==> src/rtl/cnn_pkg.sv <==
// Shared constants and helpers for the convolution datapath.
package cnn_pkg;

    localparam int CONV_DW   = 10;
    localparam int MAP_W_DEF = 4;
    localparam int MAP_H_DEF = 4;

    // Counter width able to hold 0..n-1; never narrower than one bit.
    function automatic int cnt_w(input int n);
        return (n > 1) ? $clog2(n) : 1;
    endfunction

endpackage

==> src/rtl/signed_max2.sv <==
// Combinational signed maximum of two operands.
module signed_max2 #(
    parameter int DW = 10
) (
    input  logic signed [DW-1:0] a,
    input  logic signed [DW-1:0] b,
    output logic signed [DW-1:0] y
);

    // On a tie either operand is the same value, so b is returned.
    always_comb begin
        y = (a > b) ? a : b;
    end

endmodule

==> src/rtl/conv_maxpool.sv <==
// 2x2 stride-2 max pooling over a raster-ordered feature-map stream.
module conv_maxpool
    import cnn_pkg::*;
#(
    parameter int DW    = CONV_DW,
    parameter int MAP_W = MAP_W_DEF,
    parameter int MAP_H = MAP_H_DEF
) (
    input  logic                 clk,
    input  logic                 rst_n,
    input  logic                 clear,
    input  logic                 in_valid,
    input  logic signed [DW-1:0] in_data,
    output logic                 in_ready,
    output logic                 out_valid,
    output logic signed [DW-1:0] out_data,
    input  logic                 out_ready,
    output logic                 frame_done
);

    localparam int          CW = cnt_w(MAP_W);
    localparam int          RW = cnt_w(MAP_H);
    localparam int unsigned LB = MAP_W / 2;
    localparam int          IW = cnt_w(MAP_W / 2);

    logic [CW-1:0]        col_q, col_d;
    logic [RW-1:0]        row_q, row_d;
    logic signed [DW-1:0] pair_q, pair_d;
    logic signed [DW-1:0] lb_q [LB];
    logic signed [DW-1:0] lb_d [LB];
    logic                 out_valid_q, out_valid_d;
    logic signed [DW-1:0] out_data_q, out_data_d;
    logic                 frame_done_q, frame_done_d;

    logic [IW-1:0]        pidx;
    logic signed [DW-1:0] h_max;
    logic signed [DW-1:0] v_max;
    logic                 accept;
    logic                 last_col;
    logic                 last_row;

    assign in_ready   = !out_valid_q || out_ready;
    assign accept     = in_valid && in_ready && !clear;
    assign pidx       = IW'(col_q >> 1);
    assign last_col   = (col_q == CW'(MAP_W - 1));
    assign last_row   = (row_q == RW'(MAP_H - 1));
    assign out_valid  = out_valid_q;
    assign out_data   = out_data_q;
    assign frame_done = frame_done_q;

    signed_max2 #(.DW(DW)) u_hmax (
        .a (pair_q),
        .b (in_data),
        .y (h_max)
    );

    signed_max2 #(.DW(DW)) u_vmax (
        .a (lb_q[pidx]),
        .b (h_max),
        .y (v_max)
    );

    // Next-state: raster counters, pair/line buffering and output handshake.
    always_comb begin
        col_d        = col_q;
        row_d        = row_q;
        pair_d       = pair_q;
        lb_d         = lb_q;
        out_valid_d  = out_valid_q;
        out_data_d   = out_data_q;
        frame_done_d = 1'b0;

        if (clear) begin
            col_d       = '0;
            row_d       = '0;
            pair_d      = '0;
            out_valid_d = 1'b0;
        end else begin
            if (out_valid_q && out_ready) begin
                out_valid_d = 1'b0;
            end
            if (accept) begin
                col_d = last_col ? '0 : col_q + 1'b1;
                if (last_col) begin
                    row_d = last_row ? '0 : row_q + 1'b1;
                end
                if (!col_q[0]) begin
                    pair_d = in_data;
                end else if (!row_q[0]) begin
                    lb_d[pidx] = h_max;
                end else begin
                    out_data_d   = v_max;
                    out_valid_d  = 1'b1;
                    frame_done_d = last_row && last_col;
                end
            end
        end
    end

    // State registers with asynchronous active-low reset.
    always_ff @(posedge clk or negedge rst_n) begin
        if (!rst_n) begin
            col_q        <= '0;
            row_q        <= '0;
            pair_q       <= '0;
            for (int unsigned i = 0; i < LB; i++) begin
                lb_q[i] <= '0;
            end
            out_valid_q  <= 1'b0;
            out_data_q   <= '0;
            frame_done_q <= 1'b0;
        end else begin
            col_q        <= col_d;
            row_q        <= row_d;
            pair_q       <= pair_d;
            lb_q         <= lb_d;
            out_valid_q  <= out_valid_d;
            out_data_q   <= out_data_d;
            frame_done_q <= frame_done_d;
        end
    end

endmodule

==> config.mk <==
export PLATFORM = sky130hd
export DESIGN_NAME = conv_maxpool
export DESIGN_NICKNAME = d
export VERILOG_FILES = /design/src/rtl/cnn_pkg.sv /design/src/rtl/signed_max2.sv /design/src/rtl/conv_maxpool.sv
export SDC_FILE = /design/constraint.sdc
export NUM_CORES = 1
export LEC_CHECK = 0
export CAP_MARGIN = 40
export CORE_ASPECT_RATIO = 0.8
export CORE_MARGIN = 5
export CORE_UTILIZATION = 50
export DETAILED_ROUTE_END_ITERATION = 16
export GPL_TIMING_DRIVEN = 0
export PLACE_DENSITY_LB_ADDON = 0.08
export RECOVER_POWER = 100
export REMOVE_ABC_BUFFERS = 1
export SYNTH_ARGS = -nofsm -noshare
export SYNTH_HDL_FRONTEND = slang
export SYNTH_SLANG_ARGS = --single-unit
==> constraint.sdc <==
create_clock -name clk -period 4.5 [get_ports clk]
set_input_delay 0.45 -clock clk [delete_from_list [all_inputs] [get_ports clk]]
set_output_delay 0.45 -clock clk [all_outputs]
set_load 0.005 [all_outputs]
# Yosys cells after proc, flatten, opt, wreduce, memory -nomap -nowiden
# Index checks and enable logic that the tools add are counted.
[word_totals]
reg_bits = 46
word_cells = 61
[classes]
reduce_logical = 14
mux = 27
addsub = 2
n_eq_ne = 3
order_cmp = 4
bitwise = 3
[op_table]
columns = ["operator", "count"]
rows = [
  ["two-way mux 10 bit", 9],
  ["bitwise mux 20 bit", 1],
  ["greater-than comparator 10 bit", 2],
  ["two-way mux 2 bit", 7],
  ["demux 10 bit (select 1 bit)", 1],
  ["two-way mux 1 bit", 9],
  ["AND reduction 4 bit", 2],
  ["logical AND 1 bit", 5],
  ["adder 2 x 1 -> 2 bit (second input constant)", 2],
  ["== test 2 bit (second input constant)", 2],
  ["AND reduction 2 bit", 2],
  ["nonzero test 2 bit", 2],
  ["greater-or-equal comparator 2 bit (second input constant)", 1],
  ["zero test 1 bit", 2],
  ["less-than comparator 2 x 1 -> 1 bit (second input constant)", 1],
  ["inequality test 2 bit (second input constant)", 1],
  ["NOT 1 bit", 2],
  ["NOT 1 -> 2 bit", 1],
  ["logical OR 1 bit", 1],
]

# Logic depth before layout (Yosys ltp)
[logic_depth]
word_depth = 6
mapped_depth = 16
depth_no_buf = 15

# Modules after synthesis
# Synthesis repeated with hierarchy kept, for this count alone.
[unflattened]
hier_cells = 245
hier_area_um2 = 2911.5
[by_module_without_submodules]
columns = ["module", "n_inst", "area_per_inst_um2", "seq_area_each_um2", "cells_per_inst"]
rows = [
  ["conv_maxpool", 1, 2103.3, 1151.1, 153],
  ["signed_max2", 2, 404.1, 0.0, 46],
]

# Worst setup path before layout
# Ideal clock, no wire load.
[synth_timing]
path_kind = "input -> register"
start = "input port in_data[9]"
end = "register out_data_q[2] (netlist: out_data[2])"
path_slack_ns = 0.603
setup_ns = 0.127
n_path_buf = 1
arrival_ns = 3.770
stages = 16
cell_sequence = "inv_1 > ha_1 > nand4_1 > or2_1 > o221a_2 > o22ai_2 > mux2_2 > inv_2 > ha_1 > a211o_1 > o211ai_1 > a21oi_1 > o31ai_1 > clkbuf_1 > nor3b_1 > a221o_2"
[synth_via]
elab_chain_cells = 4
[synth_lines]
columns = ["element", "line", "source"]
rows = [
  ["from (decl)", "conv_maxpool.sv:13", "input logic signed [DW-1:0] in_data,"],
  ["greater-than comparator 10 bit", "signed_max2.sv:12", "y = (a > b) ? a : b;"],
  ["two-way mux 10 bit (*)", "signed_max2.sv:12", ""],
  ["greater-than comparator 10 bit", "signed_max2.sv:12", ""],
  ["two-way mux 10 bit (*)", "signed_max2.sv:12", ""],
  ["to (signal assigned)", "conv_maxpool.sv:118", "out_data_q <= out_data_d;"],
  ["to (decl)", "conv_maxpool.sv:32", "logic signed [DW-1:0] out_data_q, out_data_d;"],
]
# Mark *: on every way between the ends. The rest lies on a longest branch, timed or not.
# A chain may end at the register's enable or synchronous reset.

# Worst setup path after layout
[layout_timing]
start = "input port in_data[9]"
end = "register out_data_q[6] (netlist: out_data[6])"
# Same word-level chain as after synthesis.

==> summary.md <==
| Metric | Value |
|---|---|
| Status | `complete, but fails checks` |
| Failing checks | `capacitance limit, slew limit` |
| Avg WL per Cell | `about 16 um` |
| Critical path's largest stage delay | `0.51 ns` |
| Crit path required time | `4.68 ns` |
| CP startpoint | `in_data[9]` |
| Vias/cell | `5.55` |
| Hold WC Path Type | `input port to async pin` |
| Register area share after synthesis | `0.455` |
| Slew Limit Fails | `35` |
| Mapped Avg Cell Area | `10.2 sq um` |
| Synth Instances | `247` |
| Async set-reset flop share out of synthesis | `1.00` |
| Initial core utilization | `0.511` |
| Core Util, Final | `0.609` |
| Crit path max fanout | `6` |
| Max Freq | `0.234 GHz` |
| Clk buf depth | `2` |
| RSZ-0062 raised after global routing | `no` |
| Ranking of synthesized cells by area | `dfrtp_1 45%, ha_1 11%, mux2_2 8.0%` |
| Post-CTS Hold Buffers | `0` |
| FF-to-FF path depth | `16` |
| Routed wire length | `roughly 5300 um` |
| Num Clock Sinks | `46` |
| CORE AREA | `about 0.0049 sq mm` |
| Area share of the largest cell type after synthesis | `0.455` |
| GP Congestion | `between 0.8 and 0.9` |
| Final-layout fill cell count | `427` |
| Hold Slack | `0.154 ns` |
| Die area | `0.00659 sq mm` |
| Largest net degree at the start of global routing | `35` |
| Latest clock arrival within the worst-skew pair | `0.30 ns` |
| Dpl cells | `329` |
| Row count | `23` |
| Critical path data arrival time | `approximately 4.5 ns` |
| Die H | `73.6 um` |
| Worst-path cell chain | `clkdlybuf4s50_1 -> inv_1 -> ha_1 -> nand4_1 -> or2_0 -> o221a_2 -> o22ai_4 -> buf_4 -> mux2_2 -> inv_2 -> ha_1 -> nor2b_1 -> o21a_1 -> o21a_1 -> o31ai_4 -> buf_4 -> nor3b_1 -> a221o_1` |
| Rel. slew slack | `-0.230` |
| CP Capture Point | `out_data[6]$_DFFE_PN0P_` |
| Post-synth cell types | `35` |
| CTS tree | `done` |
| Total Nets Final | `approximately 320` |
| Die width | `a little under 90 um` |
| Max-cap viol count | `1` |
| Slew @ Worst Pin | `between 1.5 and 2 ns` |
| Period utilization | `0.948` |
| DRC | `0` |
| Syn Std Cell Area | `0.00253 sq mm` |
| Initial antenna violation count | `0` |
| Leakage | `1.48 nW` |
| Worst r2r dst | `out_data[6]$_DFFE_PN0P_` |
| I/O Pins | `28` |
| Synth Flop Type | `dfrtp_1` |
| Final setup vio count | `0` |
| First-pass DRT Iterations | `5` |
| Crit path buf inv count | `5` |
| Dpl hpwl | `3740 um` |
| R2R Setup Slk | `approximately 0.53 ns` |
| CP Capture Type | `register` |
| Hold Fails Final Rpt | `0` |
| Area leader, netlist | `dfrtp_1` |
| Synthesized flop and latch total | `46` |
| Final ANT Viol Nets | `0` |
| Crit path time final | `4.27 ns` |
| Setup Skew | `0.00420 ns` |
| DRT iter0 DRCs | `104` |
| R2R Path Start | `pair_q[9]$_DFFE_PN0P_` |
| Clock-pin slew on the worst setup and hold paths | `0.08 ns` |
| Buffers on Ports | `27` |
| Power per cell area | `360 mW/mm^2` |
| Routed vias | `1893` |
| EDFF count, synth | `0` |
| Area grow syn2layout | `19.1%` |
| Ant. Diodes | `0` |
| Clock H-tree levels | `2` |
| Max VDD drop | `0.000192 V` |
| Slowest CP cell | `clkdlybuf4s50_1` |
| CP delay by family, top | `compound AO/OA/AOI/OAI gates` |
| Remaining global-route overflow | `0` |
| Vias in the first global route | `between 1500 and 2000` |
| Crit path launch type | `input port` |
| Total GRT Usage | `0.180` |
| Worst path depth | `18` |
| Warnings, synthesis | `0` |
| CTS root buffer | `clkbuf_8` |
| Layout cells sized above 1 | `0.129` |
| WS Path Type | `input port to register` |
| Total CTS buffers | `5` |
| Non-Filler Instances | `341` |
| First-pass GRT wire length | `8870 um` |
-- layout by cell type, fill, tap and decap left out, types with 10 or more instances in the layout --
| master | synthesis | final |
|---|---|---|
| dfrtp_1 | 46 | 46 |
| ha_1 | 22 | 22 |
| nor2_1 | 20 | 20 |
| a21oi_1 | 18 | 18 |
| nand2_1 | 17 | 17 |
| inv_1 | 12 | 16 |
| dlygate4sd3_1 | 0 | 14 |
| mux2_2 | 18 | 12 |
| clkdlybuf4s50_1 | 0 | 12 |
| a22o_1 | 10 | 10 |
-- synth_stat cells, drive strengths merged (2+ instances only) --
cell	instances
a21oi	18
a221o	10
a22o	10
buf	2
clkbuf	9
dfrtp	46
ha	22
inv	21
mux2	18
mux2i	3
nand2	17
nand3	4
nand4	3
nor2	20
nor2b	3
nor3	5
nor3b	9
o21a	3
o21ai	12
-- worst min path at each step --
stage | depth (start not counted) | startpoint | end | slack [ns]
4_1_cts | 1 | rst_n | lb_q[4]$_DFFE_PN0P_ | 0.03
5_1_grt | 1 | rst_n | pair_q[6]$_DFFE_PN0P_ | 0.22
3_3_place_gp | 2 | lb_q[14]$_DFFE_PN0P_ | lb_q[14]$_DFFE_PN0P_ | 0.47
6_report | 1 | rst_n | pair_q[6]$_DFFE_PN0P_ | 0.15
3_5_place_dp | 1 | rst_n | pair_q[6]$_DFFE_PN0P_ | 0.36
2_1_floorplan | 0 | rst_n | col_q[0]$_DFFE_PN0P_ | 0.15
-- metrics by stage --
| stage | TNS [ns] | power (W) | cell area, sq um | setup slack, ns |
|---|---|---|---|---|
| floorplan | 0 | 0.000714 | 2490 | 0.113 |
| global placement | -14.25 | 0.000799 | 2840 | -1.43 |
| detailed placement | -8.86 | 0.000814 | 2880 | -0.896 |
| CTS | 0 | 0.00108 | 2980 | 0.0253 |
| global route | 0 | 0.00116 | 3010 | 0.0376 |
| finish | 0 | 0.00108 | 3010 | 0.234 |
-- logic make-up after synthesis --
kind of cell,count (synthesis),synth area share
adder cells (fa/ha/maj),22,0.109
AO/OA/AOI/OAI,61,0.172
AND/OR/NAND/NOR,65,0.126
buffers and inverters,32,0.0475
multiplexers,21,0.0919
flip-flops,46,0.455
-- final cells by class --
| class | instances | area, sq um | share of cell area |
|---|---|---|---|
| Clock buffer | 6 | 82.6 | 0.0274 |
| Inverter | 21 | 78.8 | 0.0262 |
| Sequential cell | 46 | 1150 | 0.382 |
| Tap cell | 62 | 77.6 | 0.0257 |
| Multi-Input combinational cell | 169 | 1290 | 0.428 |
| Timing Repair Buffer | 37 | 335 | 0.111 |
-- layer usage --
| metal | track usage | up-vias | part of all wire |
|---|---|---|---|
| li1 | - | 962 | - |
| met1 | 0.257 | 882 | 0.51 |
| met2 | 0.266 | 39 | 0.43 |
| met3 | 0.0359 | 10 | 0.041 |
| met4 | 0.0711 | 0 | 0.019 |
| met5 | 0 | - | 0 |
-- state kept, by name, indices dropped and copies added, names as in the netlist --
register    flops
row_q           2
lb_q           20
col_q           2
out_data       10
out_valid       1
pair_q         10
frame_done      1
-- report_power, final --
group          internal (W)  switching (W)
clock              0.000119       0.000134
sequential         0.000467      0.0000318
combinational      0.000162       0.000171
-- what timing repair did --
item	CTS	global route
pin swaps	0	1
hold endpoints to repair	0	0
setup endpoints to repair	10	10
setup buffers	0	6
gates resized for setup	4	1
(Power assumes the default switching activity.)
